## config.mk

```make
export PLATFORM = sky130hd
export DESIGN_NAME = mil_std_xmt_encoder_flat
export DESIGN_NICKNAME = d
export VERILOG_FILES = /design/src/rtl/mil_std_xmt_encoder_if.sv /design/src/rtl/mil_std_xmt_encoder.sv /design/src/flat_wrapper.sv
export SDC_FILE = /design/constraint.sdc
export NUM_CORES = 1
export LEC_CHECK = 0
export CORE_AREA = 3 3 78 51
export DETAILED_ROUTE_END_ITERATION = 7
export DIE_AREA = 0 0 81 54
export GPL_TIMING_DRIVEN = 0
export PLACE_DENSITY = 0.81
export REMOVE_ABC_BUFFERS = 1
export SKIP_LAST_GASP = 1
export SYNTH_ARGS = -nofsm -noshare
export SYNTH_HDL_FRONTEND = slang
export SYNTH_SLANG_ARGS = --single-unit
```

## constraint.sdc

```tcl
create_clock -name clk_i -period 5.1 [get_ports clk_i]
set_clock_uncertainty 0.15 [all_clocks]
set_input_delay 1.275 -clock clk_i [delete_from_list [all_inputs] [get_ports clk_i]]
set_output_delay 1.275 -clock clk_i [all_outputs]
set_load 0.05 [all_outputs]
```

## src/rtl/mil_std_xmt_encoder_if.sv

```systemverilog
// Control/status and line-side signals of the MIL-STD-1553 transmit encoder.
// The CSR block is the master; the encoder itself is the slave.
interface mil_std_xmt_encoder_if;
   logic        enable_i;
   logic        send_i;
   logic [15:0] data_i;
   logic        sync_c_i;
   logic        busy_o;
   logic        done_o;
   logic        tx_p_o;
   logic        tx_n_o;
   logic        tx_en_o;

   modport master (
      output enable_i, send_i, data_i, sync_c_i,
      input  busy_o, done_o, tx_p_o, tx_n_o, tx_en_o
   );

   modport slave (
      input  enable_i, send_i, data_i, sync_c_i,
      output busy_o, done_o, tx_p_o, tx_n_o, tx_en_o
   );
endinterface

```

## src/rtl/mil_std_xmt_encoder.sv

```systemverilog
// MIL-STD-1553 transmit encoder: one 16-bit word as a 40 half-bit Manchester II frame
// (3-bit sync, 16 data bits MSB first, odd parity) on a registered differential pair.
module mil_std_xmt_encoder #(
   parameter int CLK_FREQ_HZ = 50_000_000,
   parameter int BIT_RATE_HZ = 1_000_000
) (
   input  logic                  clk_i,
   input  logic                  rst_i,
   mil_std_xmt_encoder_if.slave  bus
);
   localparam int HALF_BIT_CYCLES = CLK_FREQ_HZ / (2 * BIT_RATE_HZ);
   localparam int CNT_W = (HALF_BIT_CYCLES > 2) ? $clog2(HALF_BIT_CYCLES) : 1;
   localparam logic [CNT_W-1:0] CNT_LOAD = CNT_W'(HALF_BIT_CYCLES - 1);
   localparam logic [5:0] LAST_SYNC   = 6'd5;
   localparam logic [5:0] LAST_DATA   = 6'd37;
   localparam logic [5:0] LAST_PARITY = 6'd39;

   generate
      if (HALF_BIT_CYCLES < 2) begin : g_bad_rate
         $error("mil_std_xmt_encoder: HALF_BIT_CYCLES must be at least 2");
      end
   endgenerate

   typedef enum logic [2:0] {
      ST_IDLE,
      ST_SYNC,
      ST_DATA,
      ST_PARITY,
      ST_DONE
   } state_t;

   state_t           state;
   state_t           state_next;
   logic [CNT_W-1:0] half_cnt;
   logic [5:0]       half_idx;
   logic [15:0]      shreg;
   logic             sync_c_q;
   logic             parity_q;

   logic             busy_q;
   logic             done_q;
   logic             tx_p_q;
   logic             tx_n_q;
   logic             tx_en_q;

   logic             busy_next;
   logic             done_next;
   logic             tx_p_next;
   logic             tx_en_next;

   logic             start;
   logic             active;
   logic             half_end;

   assign start    = (state == ST_IDLE) && bus.send_i && bus.enable_i;
   assign active   = (state == ST_SYNC) || (state == ST_DATA) || (state == ST_PARITY);
   assign half_end = (half_cnt == '0);

   always_ff @(posedge clk_i or posedge rst_i) begin
      if (rst_i) begin
         state <= ST_IDLE;
      end else begin
         state <= state_next;
      end
   end

   // Line level for the half-bit currently being timed; it reaches the pins one edge later.
   always_comb begin
      state_next = state;
      busy_next  = 1'b0;
      done_next  = 1'b0;
      tx_p_next  = 1'b0;
      tx_en_next = 1'b0;
      unique case (state)
         ST_IDLE: begin
            if (start) begin
               state_next = ST_SYNC;
            end
         end
         ST_SYNC: begin
            busy_next  = 1'b1;
            tx_en_next = 1'b1;
            tx_p_next  = sync_c_q ? (half_idx < 6'd3) : (half_idx >= 6'd3);
            if (half_end && (half_idx == LAST_SYNC)) begin
               state_next = ST_DATA;
            end
         end
         ST_DATA: begin
            busy_next  = 1'b1;
            tx_en_next = 1'b1;
            tx_p_next  = shreg[15] ^ half_idx[0];
            if (half_end && (half_idx == LAST_DATA)) begin
               state_next = ST_PARITY;
            end
         end
         ST_PARITY: begin
            busy_next  = 1'b1;
            tx_en_next = 1'b1;
            tx_p_next  = parity_q ^ half_idx[0];
            if (half_end && (half_idx == LAST_PARITY)) begin
               state_next = ST_DONE;
            end
         end
         ST_DONE: begin
            done_next  = 1'b1;
            state_next = ST_IDLE;
         end
         default: begin
            state_next = ST_IDLE;
         end
      endcase
      if (active && !bus.enable_i) begin
         state_next = ST_IDLE;
         busy_next  = 1'b0;
         tx_en_next = 1'b0;
         tx_p_next  = 1'b0;
      end
   end

   // Even half-bit indices are the first half of a bit, so the shift happens after odd ones.
   always_ff @(posedge clk_i or posedge rst_i) begin
      if (rst_i) begin
         half_cnt <= '0;
         half_idx <= '0;
         shreg    <= '0;
         sync_c_q <= 1'b0;
         parity_q <= 1'b0;
      end else if (start) begin
         half_cnt <= CNT_LOAD;
         half_idx <= '0;
         shreg    <= bus.data_i;
         sync_c_q <= bus.sync_c_i;
         parity_q <= ~^bus.data_i;
      end else if (active && bus.enable_i) begin
         if (half_end) begin
            half_cnt <= CNT_LOAD;
            half_idx <= half_idx + 6'd1;
            if ((state == ST_DATA) && half_idx[0]) begin
               shreg <= {shreg[14:0], 1'b0};
            end
         end else begin
            half_cnt <= half_cnt - 1'b1;
         end
      end else begin
         half_cnt <= '0;
         half_idx <= '0;
      end
   end

   always_ff @(posedge clk_i or posedge rst_i) begin
      if (rst_i) begin
         busy_q  <= 1'b0;
         done_q  <= 1'b0;
         tx_p_q  <= 1'b0;
         tx_n_q  <= 1'b0;
         tx_en_q <= 1'b0;
      end else begin
         busy_q  <= busy_next;
         done_q  <= done_next;
         tx_p_q  <= tx_p_next;
         tx_n_q  <= tx_en_next & ~tx_p_next;
         tx_en_q <= tx_en_next;
      end
   end

   assign bus.busy_o  = busy_q;
   assign bus.done_o  = done_q;
   assign bus.tx_p_o  = tx_p_q;
   assign bus.tx_n_o  = tx_n_q;
   assign bus.tx_en_o = tx_en_q;
endmodule
```

## src/flat_wrapper.sv

```systemverilog
// flat-port wrapper written by rule: the top's interface ports become plain ports
module mil_std_xmt_encoder_flat 
#(
   parameter int CLK_FREQ_HZ = 50_000_000,
   parameter int BIT_RATE_HZ = 1_000_000
)
  (clk_i, rst_i, bus_enable_i, bus_send_i, bus_data_i, bus_sync_c_i, bus_busy_o, bus_done_o, bus_tx_p_o, bus_tx_n_o, bus_tx_en_o);
  mil_std_xmt_encoder_if bus_i ();
  input  logic clk_i;
  input  logic rst_i;
  input wire logic [$bits(bus_i.enable_i)-1:0] bus_enable_i;
  input wire logic [$bits(bus_i.send_i)-1:0] bus_send_i;
  input wire logic [$bits(bus_i.data_i)-1:0] bus_data_i;
  input wire logic [$bits(bus_i.sync_c_i)-1:0] bus_sync_c_i;
  output wire logic [$bits(bus_i.busy_o)-1:0] bus_busy_o;
  output wire logic [$bits(bus_i.done_o)-1:0] bus_done_o;
  output wire logic [$bits(bus_i.tx_p_o)-1:0] bus_tx_p_o;
  output wire logic [$bits(bus_i.tx_n_o)-1:0] bus_tx_n_o;
  output wire logic [$bits(bus_i.tx_en_o)-1:0] bus_tx_en_o;
  assign bus_i.enable_i = bus_enable_i;
  assign bus_i.send_i = bus_send_i;
  assign bus_i.data_i = bus_data_i;
  assign bus_i.sync_c_i = bus_sync_c_i;
  assign bus_busy_o = bus_i.busy_o;
  assign bus_done_o = bus_i.done_o;
  assign bus_tx_p_o = bus_i.tx_p_o;
  assign bus_tx_n_o = bus_i.tx_n_o;
  assign bus_tx_en_o = bus_i.tx_en_o;
  mil_std_xmt_encoder #(.CLK_FREQ_HZ(CLK_FREQ_HZ), .BIT_RATE_HZ(BIT_RATE_HZ)) u_core (.clk_i(clk_i), .rst_i(rst_i), .bus(bus_i));
endmodule
```

==> metrics, run 1 <==
status=completed; crit start category=input pin; Critical Path End Type=flop; data arrival time of the critical path=~3600 ps; sequential-to-total area share from yosys stat=0.480; global-route usage over all layers=0.194; most frequent cells in the layout=dfrtp_1 (36), nor2_1 (31), clkdlybuf4s50_1 (25); core area=3240 µm²; area grow syn2layout=19.6%; layout cells sized above 1=0.0622; Post CTS Setup Buffer Count=0; synthesis-stage register bit count=36; CTS root buffer=clkbuf_8; TritonCTS Sinks=36; Nets=about 230; initial antenna violation count=0; actual slew at the worst max-slew pin=1250 ps; Max Clk Rate=282 MHz; P per Cell Area=336 nW/µm²; clock buffer depth=2; Placed Cells=about 250; DPL Wire Length=2660 µm; Fin. Hold Viols=0; Leak=0.924 nW; maxcap violations=0; Starting Density=0.579; Yosys top cell area share=0.480; Remaining DRCs=0; CP required=5130 ps; die area=4370 µm²; Worst Hold Launch=u_core.half_cnt[0]; Clock H-tree levels=2; Worst Setup SP=bus_enable_i; CTS tree=done; WL/cell=14.4 µm; Area contributors post-synth=dfrtp_1 (48%), mux2i_1 (9.6%), xnor2_1 (8.4%), nor2_1 (6.2%), a21oi_1 (4.0%); min-delay worst type=reg2reg; Slew Limit Fails=0; grt total ovfl=0; Critical Setup Path Class=in2reg; largest net degree at the start of global routing=38; Num CTS Buffers=5; Mapped Cells=186; Hold Buf Count CTS=0; routed via count=1332; vias per cell=5.24; port buffer count=25; RD Place Congestion=between 0.8 and 0.9; drt initial violations=roughly 120; DR pass1 iterations=4; Final ANT Viol Nets=0; Setup TNS=0 ps; num rows=16; fraction of the cycle the final worst path needs=0.696; CP Max Fanout=37; count of unique library cells instantiated by Yosys=33; area leader, netlist=dfrtp_1; final WL=3650 µm; final non-filler cell total=254; clk_lat worst skew=290 ps; Die Y=54 µm; Final Instance Area=approximately 2200 µm²; Clk pin slew, worst setup/hold paths=80 ps; worst r2r src=u_core.half_cnt[0]; min cycle time layout=3550 ps; Setup violations, final=0; WHS=313 ps; global-route wire length before repair=just over 6000 µm; Worst R2R Setup Slack=1970 ps; Post-CTS Resized=0; mean post-synth cell area=10.1 µm²; post-placement cell area=roughly 2100 µm²; Die Wd=81 µm; Ports=26; unrepaired setup endpoints after global routing=false; max_slew headroom=0.162; YS warnings=0; Post-Syn Area=1880 µm²; commonest non-fill, non-tap cell in the layout=dfrtp_1; FF-to-FF path depth=6; diode count=0; Core Util, Final=0.693; highest ir drop seen on vdd=around 0.00019 V; vias in the first global route=1325; worst flop-to-flop path endpoint=u_core.shreg[10]; Setup crit end=u_core.sync_c_q
==> metal layers <==
metal | share of wire | track usage | wire length [µm] | up-vias
met4 | 0.013 | 0.0955 | 47 | 0
met5 | 0 | 0 | 0 | -
li1 | - | - | - | 666
met2 | 0.46 | 0.297 | 1690 | 25
met1 | 0.48 | 0.259 | 1750 | 634
met3 | 0.043 | 0.0502 | 158 | 7
==> worst min path at each step <==
stage                                    end  slack [ps]  depth (start not counted)
final                     u_core.half_cnt[0]         310                          1
after global routing      u_core.half_cnt[0]         330                          1
after CTS                 u_core.half_cnt[0]         310                          1
after detailed placement  u_core.half_cnt[0]         310                          1
after global placement    u_core.half_cnt[0]         300                          1
after floorplan           u_core.half_cnt[0]         290                          1
==> synthesized netlist by cell type, drive strengths merged <==
| master | count |
|---|---|
| a22o | 1 |
| and2 | 4 |
| nor3 | 6 |
| dfrtp | 36 |
| inv | 7 |
| o21ai | 7 |
| nor2b | 4 |
| and4 | 1 |
| xor2 | 5 |
| clkbuf | 5 |
| nand3 | 6 |
| a41oi | 1 |
| nand2 | 4 |
| nand2b | 1 |
| nand4 | 1 |
| a211oi | 1 |
| mux2i | 18 |
| a31o | 1 |
| o22ai | 1 |
| xnor2 | 18 |
| mux2 | 1 |
| a21boi | 1 |
| ha | 4 |
| nor2 | 31 |
| buf | 5 |
| nor4b | 1 |
| a21oi | 15 |
==> final cells by class <==
class                      count  area, µm²
clock buffer                   7       96.3
clock inverter                 1       30.0
fill                         248        997
inverter                       7       26.3
multi-input combinational    133        886
sequential                    36        901
tap                           45       56.3
timing repair buffer          25        250
==> sequential cells by signal, summed over array words and instances (netlist names) <==
signal and cells:
u_core.half_idx 6, u_core.bus.busy_o 1, u_core.state 3, u_core.bus.done_o 1, u_core.half_cnt 5, u_core.shreg 16, u_core.parity_q 1, u_core.bus.tx_p_o 1
u_core.bus.tx_n_o 1, u_core.sync_c_q 1
==> power breakdown <==
group | internal (mW) | switching (mW) | total, mW
clock network | 0.173 | 0.106 | 0.279
logic | 0.0672 | 0.0682 | 0.135
registers | 0.318 | 0.0230 | 0.341
==> cell families (layout without fill, tap and decap cells) <==
logic type	Yosys count	in the layout	synth area share
adders and majority gates	4	4	0.0266
AOI/OAI and AO/OA	28	28	0.0839
muxes	19	19	0.102
and+or+nand+nor	59	59	0.152
buffers and inverters	17	40	0.0486
xor gates and xnor gates	23	23	0.107
DFF	36	36	0.480
==> metrics by stage <==
stage          power, mW  setup WS, ps
2_1_floorplan      0.434          2150
3_3_place_gp       0.472          1280
3_5_place_dp       0.483          1230
4_1_cts            0.762          1540
5_1_grt            0.795          1330
6_report           0.755          1550
==> critical path, cell delays in order <==
cell and delay, ps:
clkdlybuf4s50_1 480, nor2b_1 290, nand3_1 920, mux2_2 610
Power figures use the tool's default switching activity.
==> run 2, diff against run 1 <==
--- a/config.mk
+++ b/config.mk
@@ -5,11 +5,11 @@
 export SDC_FILE = /design/constraint.sdc
 export NUM_CORES = 1
 export LEC_CHECK = 0
-export CORE_AREA = 3 3 78 51
+export CORE_AREA = 3 3 81 52
 export DETAILED_ROUTE_END_ITERATION = 7
-export DIE_AREA = 0 0 81 54
+export DIE_AREA = 0 0 84 55
 export GPL_TIMING_DRIVEN = 0
-export PLACE_DENSITY = 0.81
+export PLACE_DENSITY = 0.77
 export REMOVE_ABC_BUFFERS = 1
 export SKIP_LAST_GASP = 1
 export SYNTH_ARGS = -nofsm -noshare
==> constraint.sdc (replaced) <==
create_clock -name clk_i -period 3.4 [get_ports clk_i]
set_clock_uncertainty 0.15 [all_clocks]
set_input_delay 0.85 -clock clk_i [delete_from_list [all_inputs] [get_ports clk_i]]
set_output_delay 0.85 -clock clk_i [all_outputs]
set_load 0.05 [all_outputs]
==> run 2 against run 1 <==
Effect of this change: wire length is 2.4% lower; sequential power grew 50%; worst hold slack lost 3.0 ps; setup slack worse by 1200 ps; total power grew 48%; clock-buffer cell count is the same; global-route usage fell by 3.4 points; clock power rose by 46%; combinational power grew 50%; final cell count rose by 0.79%; critical path depth rose by 2; flip-flop and latch count is the same; largest cell class unchanged; largest power group unchanged; highest routed layer unchanged.
==> metrics, run 2 (same netlist as run 1, synthesis figures left out) <==
clock share of power=0.364; DR pass1 iterations=4; grt total ovfl=0; filler cell count in the final layout=289; most frequent cells in the layout=dfrtp_1 (36), nor2_1 (31), clkdlybuf4s50_1 (25); Leak=0.925 nW; worst r2r src=u_core.half_cnt[0]; vias per cell=5.29; Final ANT Viol Nets=0; Critical Setup Path Class=reg2reg; routed via count=1355; max_slew headroom=0.326; Max Clk Rate=324 MHz; hold path cells=1; Post CTS Setup Buffer Count=0; Clock H-tree levels=2; CP Max Fanout=16; initial antenna violation count=0; actual slew at the worst max-slew pin=slightly above 1000 ps; global-route usage over all layers=0.160; Die Wd=about 84 µm; Worst R2R Setup Slack=310 ps; clk_lat worst skew=290 ps; P per Cell Area=498 nW/µm²; Setup violations, final=0; area of the multi-input gates=891 µm²; post-placement cell area=2120 µm²; num rows=17; FF/Latch Area=~900 µm²; highest ir drop seen on vdd=~0.00029 V; Worst Hold End=u_core.half_cnt[0]; Clk pin slew, worst setup/hold paths=approximately 70 ps; status=completed; Final Instance Area=roughly 2300 µm²; unrepaired setup endpoints after global routing=false; min cycle time layout=3090 ps; P_int=0.837 mW; layout cells sized above 1=0.0670; final WL=3560 µm; Setup TNS=0 ps; WL/cell=13.9 µm; Ports=26; core area=3590 µm²; Top reg by flops=u_core.shreg; vias in the first global route=1220; TritonCTS Sinks=36; Worst Hold Launch=u_core.half_cnt[0]; data arrival time of the critical path=3080 ps; FF-to-FF path depth=6; Slew Limit Fails=0; CTS tree=done; combinational share of power=0.181; critical-path cell list=inv_1 -> ha_1 -> nor4b_2 -> and4_1 -> mux2i_1 -> a21oi_1; drt initial violations=95; Largest register FFs=16; diode count=0; commonest non-fill, non-tap cell in the layout=dfrtp_1; Reg power frac=0.455; CP required=3390 ps; port buffer count=25; Fin. Hold Viols=0; crit path buf inv count=1; maxcap violations=0; CTS root buffer=clkbuf_8; die area=roughly 4600 µm²; Remaining DRCs=0; worst flop-to-flop path endpoint=u_core.shreg[4]; largest net degree at the start of global routing=38; Largest regs=u_core.shreg x16, u_core.half_idx x6, u_core.half_cnt x5; Critical Path End Type=flop; Starting Density=0.522; slowest stage delay, CP=around 900 ps; Hold Buf Count CTS=0; Die Y=55 µm; Num CTS Buffers=5; Nets=233; RD Place Congestion=0.877; area grow syn2layout=20.0%; clock buffer depth=2; CP top delay family=simple AND/OR/NAND/NOR gates; min-delay worst type=reg2reg; switching share of power=0.254; crit start category=flop; global-route wire length before repair=roughly 5600 µm; critical path's slowest cell=and4_1; fraction of the cycle the final worst path needs=0.909; P_sw=0.285 mW; DPL Wire Length=2550 µm
[run 2: worst max path at each step]
stage / from / to / slack, ps / depth (start not counted)
after floorplan: u_core.half_cnt[0] / u_core.shreg[10] / 810 / 6
after global placement: bus_enable_i / u_core.sync_c_q / 20 / 4
after detailed placement: bus_enable_i / u_core.sync_c_q / -80 / 4
after CTS: bus_enable_i / u_core.sync_c_q / 200 / 4
after global routing: u_core.half_cnt[0] / u_core.shreg[5] / 30 / 6
final: u_core.half_cnt[0] / u_core.shreg[4] / 310 / 6
[run 2: worst reg2reg max path, delay by kind of cell, from the launching register on]
kind	cells	cell delay, ps
compound gates	1	100
fa+ha+maj	1	200
buf+inv	1	60
flops	1	390
mux	1	310
simple gates	2	1730
[run 2: metrics by stage]
stage                     total power [mW]  hold slack (ps)  worst slack (ps)  utilization  cells
after floorplan                      0.652              287               805            -    176
after global routing                  1.18              321              31.1        0.627    256
final                                 1.12              310               310        0.627    256
after CTS                             1.14              313               195        0.625    256
after detailed placement             0.721              304             -82.0        0.590    248
after global placement               0.709              301              18.6        0.590    248
[run 2: per-layer routing]
layer / track usage / wire length, µm / vias up
li1: - / - / 667
met1: 0.203 / 1650 / 657
met2: 0.260 / 1710 / 26
met3: 0.0444 / 150 / 5
met4: 0.0802 / 42 / 0
met5: 0 / 0 / -
[run 2: power groups by stage]
stage	logic (mW)	clock network (mW)	registers [mW]
6_report	0.203	0.408	0.511
5_1_grt	0.222	0.442	0.515
4_1_cts	0.204	0.421	0.510
3_5_place_dp	0.202	0	0.518
3_3_place_gp	0.194	0	0.515
2_1_floorplan	0.134	0	0.517
[run 2: timing repair]
item,CTS,global route
hold endpoints to repair,0,0
setup endpoints to repair,0,3
gates resized for setup,0,1
[run 2: cell type report]
| class | count | area share |
|---|---|---|
| flip-flops and latches | 36 | 0.400 |
| multi-input cells | 133 | 0.395 |
| repair buffers | 25 | 0.111 |
| clock buffers | 7 | 0.0428 |
| well taps | 47 | 0.0261 |
| clock inverters | 1 | 0.0133 |
| inverters | 7 | 0.0117 |
